File: config.mk
export PLATFORM = sky130hd
export DESIGN_NAME = cpu_run_monitor
export DESIGN_NICKNAME = d
export VERILOG_FILES = /design/src/rtl/cpu_run_monitor.sv
export SDC_FILE = /design/constraint.sdc
export NUM_CORES = 1
export LEC_CHECK = 0
export ABC_CLOCK_PERIOD_IN_PS = 2200
export BUFFER_PORTS_ARGS = -buffer_cell sky130_fd_sc_hd__buf_2
export CAP_MARGIN = 20
export CORE_MARGIN = 4
export CORE_UTILIZATION = 58
export CTS_BUF_LIST = sky130_fd_sc_hd__clkbuf_8
export CTS_CLUSTER_DIAMETER = 40
export DETAILED_ROUTE_END_ITERATION = 12
export GPL_TIMING_DRIVEN = 0
export MAX_ROUTING_LAYER = met4
export PLACE_DENSITY_LB_ADDON = 0.2
export SYNTH_ARGS = -nofsm -noshare
export SYNTH_HDL_FRONTEND = slang
export SYNTH_SLANG_ARGS = --single-unit
File: constraint.sdc
create_clock -name clk -period 2.2 [get_ports clk]
set_input_delay 0.22 -clock clk [delete_from_list [all_inputs] [get_ports clk]]
set_output_delay 0.22 -clock clk [all_outputs]
set_load 0.1 [all_outputs]
File: src/rtl/cpu_run_monitor.sv
// Run monitor for the simple CPU family: watches PC and regfile writes, detects a parked PC
// (halt) or a cycle budget overrun (timeout), and keeps a shadow register file for readback.
module cpu_run_monitor #(
  parameter int unsigned DATA_W         = 8,
  parameter int unsigned PC_W           = 4,
  parameter int unsigned NUM_REGS       = 4,
  parameter int unsigned HALT_CYCLES    = 4,
  parameter int unsigned TIMEOUT_CYCLES = 15,
  parameter int unsigned CNT_W          = 16,
  localparam int unsigned AW            = $clog2(NUM_REGS)
) (
  input  logic              clk,
  input  logic              reset_n,
  input  logic              start,
  input  logic [PC_W-1:0]   pc,
  input  logic              wr_en,
  input  logic [AW-1:0]     wr_addr,
  input  logic [DATA_W-1:0] wr_data,
  input  logic [AW-1:0]     rd_sel,
  output logic [DATA_W-1:0] rd_data,
  output logic [1:0]        state,
  output logic              done,
  output logic              timed_out,
  output logic [CNT_W-1:0]  cycle_count,
  output logic [CNT_W-1:0]  write_count,
  output logic [PC_W-1:0]   final_pc
);

  localparam int unsigned SW    = $clog2(HALT_CYCLES + 1);
  localparam int unsigned CMP_W = (CNT_W > 32) ? CNT_W : 32;

  typedef enum logic [1:0] {
    StIdle    = 2'b00,
    StRun     = 2'b01,
    StHalted  = 2'b10,
    StTimeout = 2'b11
  } state_e;

  state_e            state_q;
  logic [CNT_W-1:0]  cycle_count_q;
  logic [CNT_W-1:0]  write_count_q;
  logic [PC_W-1:0]   final_pc_q;
  logic [PC_W-1:0]   prev_pc_q;
  logic [SW-1:0]     stable_cnt_q;
  logic [DATA_W-1:0] shadow_q [NUM_REGS];

  logic pc_same;
  logic halt_hit;
  logic timeout_hit;

  // stable_cnt + 1 >= HALT_CYCLES and cycle_count + 1 >= TIMEOUT_CYCLES, rewritten to avoid
  // overflow; the timeout compare is widened so a narrow counter never truncates the limit.
  assign pc_same     = (pc == prev_pc_q);
  assign halt_hit    = pc_same && (stable_cnt_q >= SW'(HALT_CYCLES - 1));
  assign timeout_hit = CMP_W'(cycle_count_q) >= CMP_W'(TIMEOUT_CYCLES - 1);

  always_ff @(posedge clk or negedge reset_n) begin
    if (!reset_n) begin
      state_q       <= StIdle;
      cycle_count_q <= '0;
      write_count_q <= '0;
      final_pc_q    <= '0;
      prev_pc_q     <= '0;
      stable_cnt_q  <= '0;
      for (int unsigned i = 0; i < NUM_REGS; i++) shadow_q[i] <= '0;
    end else if (start) begin
      state_q       <= StRun;
      cycle_count_q <= '0;
      write_count_q <= '0;
      final_pc_q    <= '0;
      prev_pc_q     <= pc;
      stable_cnt_q  <= '0;
      for (int unsigned i = 0; i < NUM_REGS; i++) shadow_q[i] <= '0;
    end else if (state_q == StRun) begin
      if (cycle_count_q != '1) cycle_count_q <= cycle_count_q + 1'b1;
      if (wr_en) begin
        shadow_q[wr_addr] <= wr_data;
        if (write_count_q != '1) write_count_q <= write_count_q + 1'b1;
      end
      stable_cnt_q <= pc_same ? stable_cnt_q + 1'b1 : '0;
      prev_pc_q    <= pc;
      // Halt takes priority when both conditions fire on the same edge.
      if (halt_hit) begin
        state_q    <= StHalted;
        final_pc_q <= pc;
      end else if (timeout_hit) begin
        state_q    <= StTimeout;
        final_pc_q <= pc;
      end
    end
  end

  assign state       = state_q;
  assign done        = state_q[1];
  assign timed_out   = (state_q == StTimeout);
  assign cycle_count = cycle_count_q;
  assign write_count = write_count_q;
  assign final_pc    = final_pc_q;
  assign rd_data     = shadow_q[rd_sel];

endmodule
Yosys cells after proc, flatten, opt, wreduce, memory -nomap -nowiden
Index checks and enable logic that the tools add are counted.
{"block": "classes", "add_sub_neg": 3, "eq_ne": 5, "reduce_logical": 11, "bitwise_logic": 2, "muxes": 29, "n_lt_le_gt_ge": 5}
{"cell": "$mux 16", "count": 7}
{"cell": "$mux 32", "count": 3}
{"cell": "$add 16x1->16 const B", "count": 2}
{"cell": "$bwmux 32", "count": 1}
{"cell": "$ne 16x16->1 const B", "count": 2}
{"cell": "$mux 4", "count": 6}
{"cell": "$mux 8", "count": 3}
{"cell": "$bmux 8 s2", "count": 1}
{"cell": "$demux 8 s2", "count": 1}
{"cell": "$ge 16x4->1 const B", "count": 1}
{"cell": "$mux 3", "count": 3}
{"cell": "$mux 2", "count": 4}
{"cell": "$reduce_bool 2->1", "count": 4}
{"cell": "$ge 3x3->1 const B", "count": 2}
{"cell": "$not 2->3", "count": 2}
{"cell": "$reduce_and 2->1", "count": 3}
{"cell": "$eq 4x4->1", "count": 1}
{"cell": "$add 3x1->3 const B", "count": 1}
{"cell": "$ge 3x2->1 const B", "count": 1}
{"cell": "$lt 3x1->1 const B", "count": 1}
{"cell": "$reduce_and 3->1", "count": 1}
{"cell": "$reduce_bool 3->1", "count": 1}
{"cell": "$eq 2x1->1 const B", "count": 1}
{"cell": "$eq 2x2->1 const B", "count": 1}
{"cell": "$logic_and 1x1->1", "count": 2}
{"block": "totals", "reg_bits": 77, "inputBits": 20, "elab_cells": 65}

Longest topological paths before layout
{"block": "logic_depth", "word_depth": 9, "ltp_mapped": 7}

Worst setup path before layout
Ideal clock, no wire load.
{"block": "synth_path", "path_kind": "register -> register", "start": "register cycle_count_q[12], in the netlist cycle_count[12]", "end": "register cycle_count_q[0], in the netlist cycle_count[0]", "path_slack_ps": -169, "setup_time_ps": 124, "period_less_slack_ps": 2369, "stages_incl_launch_ff": 6, "arrival_time_ps": 2245, "n_path_buf": 0, "path_cell_list": "dfrtp_1 nand3_1 nor4_4 and2_4 nor4_1 a211o_1"}
{"block": "synth_between", "elab_chain_cells": 3}
{"element": "start, declared", "line": "40", "rtl": "logic [CNT_W-1:0] cycle_count_q;"}
{"element": "start signal, assigned", "line": "75", "rtl": "if (cycle_count_q != '1) cycle_count_q <= cycle_count_q + 1'b1;"}
{"element": "$ne 16x16->1", "line": "75"}
{"element": "$reduce_bool 2->1 (no source line)"}
{"element": "$reduce_and 2->1 (no source line)"}
Every way passes these cells.
A chain may end at the register's enable or synchronous reset.

Final worst setup path
{"block": "layout_path", "start": "register cycle_count_q[13], in the netlist cycle_count[13]", "end": "register final_pc_q[3], in the netlist final_pc[3]"}
{"block": "layout_between", "elab_chain_cells": 3}
{"element": "$ge 16x4->1", "line": "55", "rtl": "assign timeout_hit = CMP_W'(cycle_count_q) >= CMP_W'(TIMEOUT_CYCLES - 1);"}
{"element": "$reduce_bool 3->1 (no source line)"}
{"element": "$reduce_and 2->1 (no source line)"}
{"element": "end signal, assigned", "line": "85", "rtl": "final_pc_q <= pc;"}
{"element": "end signal, assigned", "line": "88", "rtl": "final_pc_q <= pc;"}
{"element": "end, declared", "line": "42", "rtl": "logic [PC_W-1:0] final_pc_q;"}
Every way passes these cells.

==> impl_results.md <==
* Total Power at between 3000 and 4000 µW
* Antenna viol nets, final at 0
* CP required at about 2.4 ns
* Global-route wire length before repair at about 15,000 µm
* F_max at about 520 MHz
* DIE AREA at a little over 0.008 mm²
* Seq/Total Area, Yosys at 48.5%
* Top FF cell, synth: dfrtp_1
* H-tree levels at 3
* Final std cells w/o fill at between 500 and 600
* Kind of critical path: flip-flop to flip-flop
* CTS tree: yes
* Syn avg cell area at roughly 11 µm²
* Slew Limit Fails at 0
* Longest Clk Path Bufs at 2
* Min-delay worst type: primary input to flip-flop
* Final core occ at roughly 72%
* Largest stage delay on the critical path at 0.58 ns
* Synth Register Bits at between 70 and 80
* Die width at 90.7 µm
* First DRT Iteration DRCs at 172
* Core footprint at 0.00649 mm²
* EDFF count, synth at 0
* Top-Level Pins at a little under 70
* DR WL/cell at around 16 µm
* Final setup violation count at 0
* Endpoint type of the worst setup path: flip-flop
* Tightest Pin Transition at 0.704 ns
* Largest net degree at the start of global routing at 47
* Via/cell ratio at around 5.9
* Post-Route WL at 8700 µm
* Worst VDD drop at roughly 0.00047 V
* Num CTS Buffers at 9
* CP cell instances: or4_1 > nor4_4 > and2_2 > o211ai_1
* Post-synth cell types at between 50 and 60
* Min-delay src: pc[0]
* ANT cells at 0
* Ratio of cells with drive above 1 in the final layout at around 29%
* Row Count at 29
* Mapped Cells at around 370
* Slowest CP cell: or4_1
* WP buf/inv at 0
* Final WS setup at 0.285 ns
* DRC viols at 0
* Max FO, Critical Path at 5
* Status: finished clean
* Hpwl dp at approximately 6000 µm
* Synth Warn # at 0
* Synth async-reset ratio at 100%
* GPL Wtd Cong at 0.803
* WP data arrival at 2.14 ns
* DIE HEIGHT at between 90 and 100 µm
* Origin of the worst setup path: cycle_count[13]
* Number of I/O port buffers at 65
* Clk sinks at 77
* GR Util All Layers at a little under a quarter
* Initial Util at around three fifths
* Initial antenna violation count at 0
* Root Driver: clkbuf_8
* Final hold vios at 0
* TritonRoute pass-1 iters at 4
* Mapped Nets at slightly below 400
* Final critical-path share of the clock period at about 87%
* Area Overhead vs Synth at 18.4%
* CP Launch Type: flip-flop
* Gr ovfl total at 0
* R2r startpoint: cycle_count[13]
* Vias at between 3,000 and 4,000
* Max Cap Viol at 0
* Max-slew headroom at about 53%
* Leakage at 0.00224 µW
* RSZ-0062 raised after global routing: no
* CTS clk-pin slew, worst paths at ~0.080 ns
* Post-CTS Setup Inserts at 0
* Clk Latency, worst-skew pair at 0.35 ns
* Vias in the first global route at 3,136
* Crit path time final at roughly 1.9 ns
* Post-Route Skew at between 0.01 and 0.015 ns
* Total placed cells including tap cells at between 500 and 600
* Setup WS pre-CTS at 0.111 ns
* Final nets at 474
* Power Density at 717 mW/mm²
* Delay-heaviest family, CP: simple AND/OR/NAND/NOR gates
* Mapped cell area at between 0.003 and 0.004 mm²
## synth_stat cells (2+ instances only)
library cell	count	area share, %
nand4_1	5	0.79
ha_1	5	1.6
o21ai_0	6	0.76
mux2_2	5	1.4
xnor2_1	20	4.4
nor4_1	8	1.3
o211ai_1	5	0.95
a41o_1	2	0.50
nor3_1	9	1.1
dfrtp_1	77	49
mux4_2	8	4.5
or4_1	2	0.38
nor3_2	2	0.50
nor4_4	2	1.1
buf_1	3	0.28
clkbuf_1	6	0.57
nand3_1	12	1.5
o2111ai_1	2	0.44
and3_1	3	0.47
nor2b_1	2	0.32
a211oi_1	5	0.95
inv_1	6	0.57
nor2_1	63	6.0
a21oi_1	11	1.4
xor2_1	7	1.5
mux2i_1	32	8.1
buf_2	6	0.76
nand2_1	26	2.5
a211o_1	4	0.88
## layer usage
metal	track usage, %	wire length [µm]	up-vias
met5	-	0	-
met4	10.1	152	0
li1	-	-	1489
met3	3.67	435	14
met2	35.5	4300	86
met1	30.9	3810	1536
## where the power goes
| part | internal, µW | total (µW) | switching (µW) |
|---|---|---|---|
| Clock | 759 | 1320 | 560 |
| Sequential | 1460 | 1510 | 42.0 |
| Combinational | 130 | 544 | 414 |
| Total | 2350 | 3370 | 1020 |
## registers in the layout, summed over array words and instances (netlist names)
register,flops
state,2
stable_cnt_q,3
final_pc,4
shadow_q,32
write_count,16
cycle_count,16
prev_pc_q,4
## kinds of logic after synthesis
kind of cell	count (synthesis)	synth area share [%]
multiplexers	45	14.0
XOR/XNOR	27	5.95
AND/OR/NAND/NOR	151	19.8
adder cells (fa/ha/maj)	5	1.58
AO/OA/AOI/OAI	44	7.78
buffers and inverters	22	2.36
flip-flops	77	48.5
## layout make-up
type	instances	area [µm²]
sequential	77	1950
buffer	16	71.3
multi-input combinational	272	1950
inverter	6	22.5
clock buffer	9	124
fill	483	1790
tap	77	96.3
clock inverter	7	123
timing repair buffer	67	365
## placed cells by master (no fill, tap or decap), drive strengths merged, types with 8 or more instances in the layout
cell type	count
mux4	8
dfrtp	77
a21oi	11
nor2	64
xnor2	20
nor3	11
mux2i	32
buf	76
clkbuf	15
nand2	26
nand3	12
nor4	10
## worst reg2reg max path: stages, from the launching register on
cell and delay, ns:
dfrtp_2 0.45, or4_1 0.58, nor4_4 0.39, and2_2 0.27
o211ai_1 0.11
## metrics by stage
| step | setup TNS [ns] | area, µm² | hold WS, ns |
|---|---|---|---|
| finish | 0 | 4700 | 0.146 |
| global route | 0 | 4700 | 0.140 |
| CTS | 0 | 4700 | 0.137 |
| detailed placement | 0 | 4440 | 0.196 |
| global placement | 0 | 4410 | 0.493 |
| floorplan | -0.116 | 3990 | -0.0756 |
## final timing paths
kind,endpoint,slack [ns],depth (start not counted)
max,final_pc[3],0.29,4
min,prev_pc_q[0],0.15,2
max reg2reg,final_pc[3],0.29,4
min reg2reg,shadow_q[4],0.52,2
max in group asynchronous,write_count[1],1.27,3
min in group asynchronous,write_count[7],0.34,2
## repair_timing
action / 4_1_cts / 5_1_grt
endpoints found under the hold margin: 31 / 0
gates resized for setup: 0 / 0
hold buffers: 1 / 0
(Power assumes the default switching activity.)
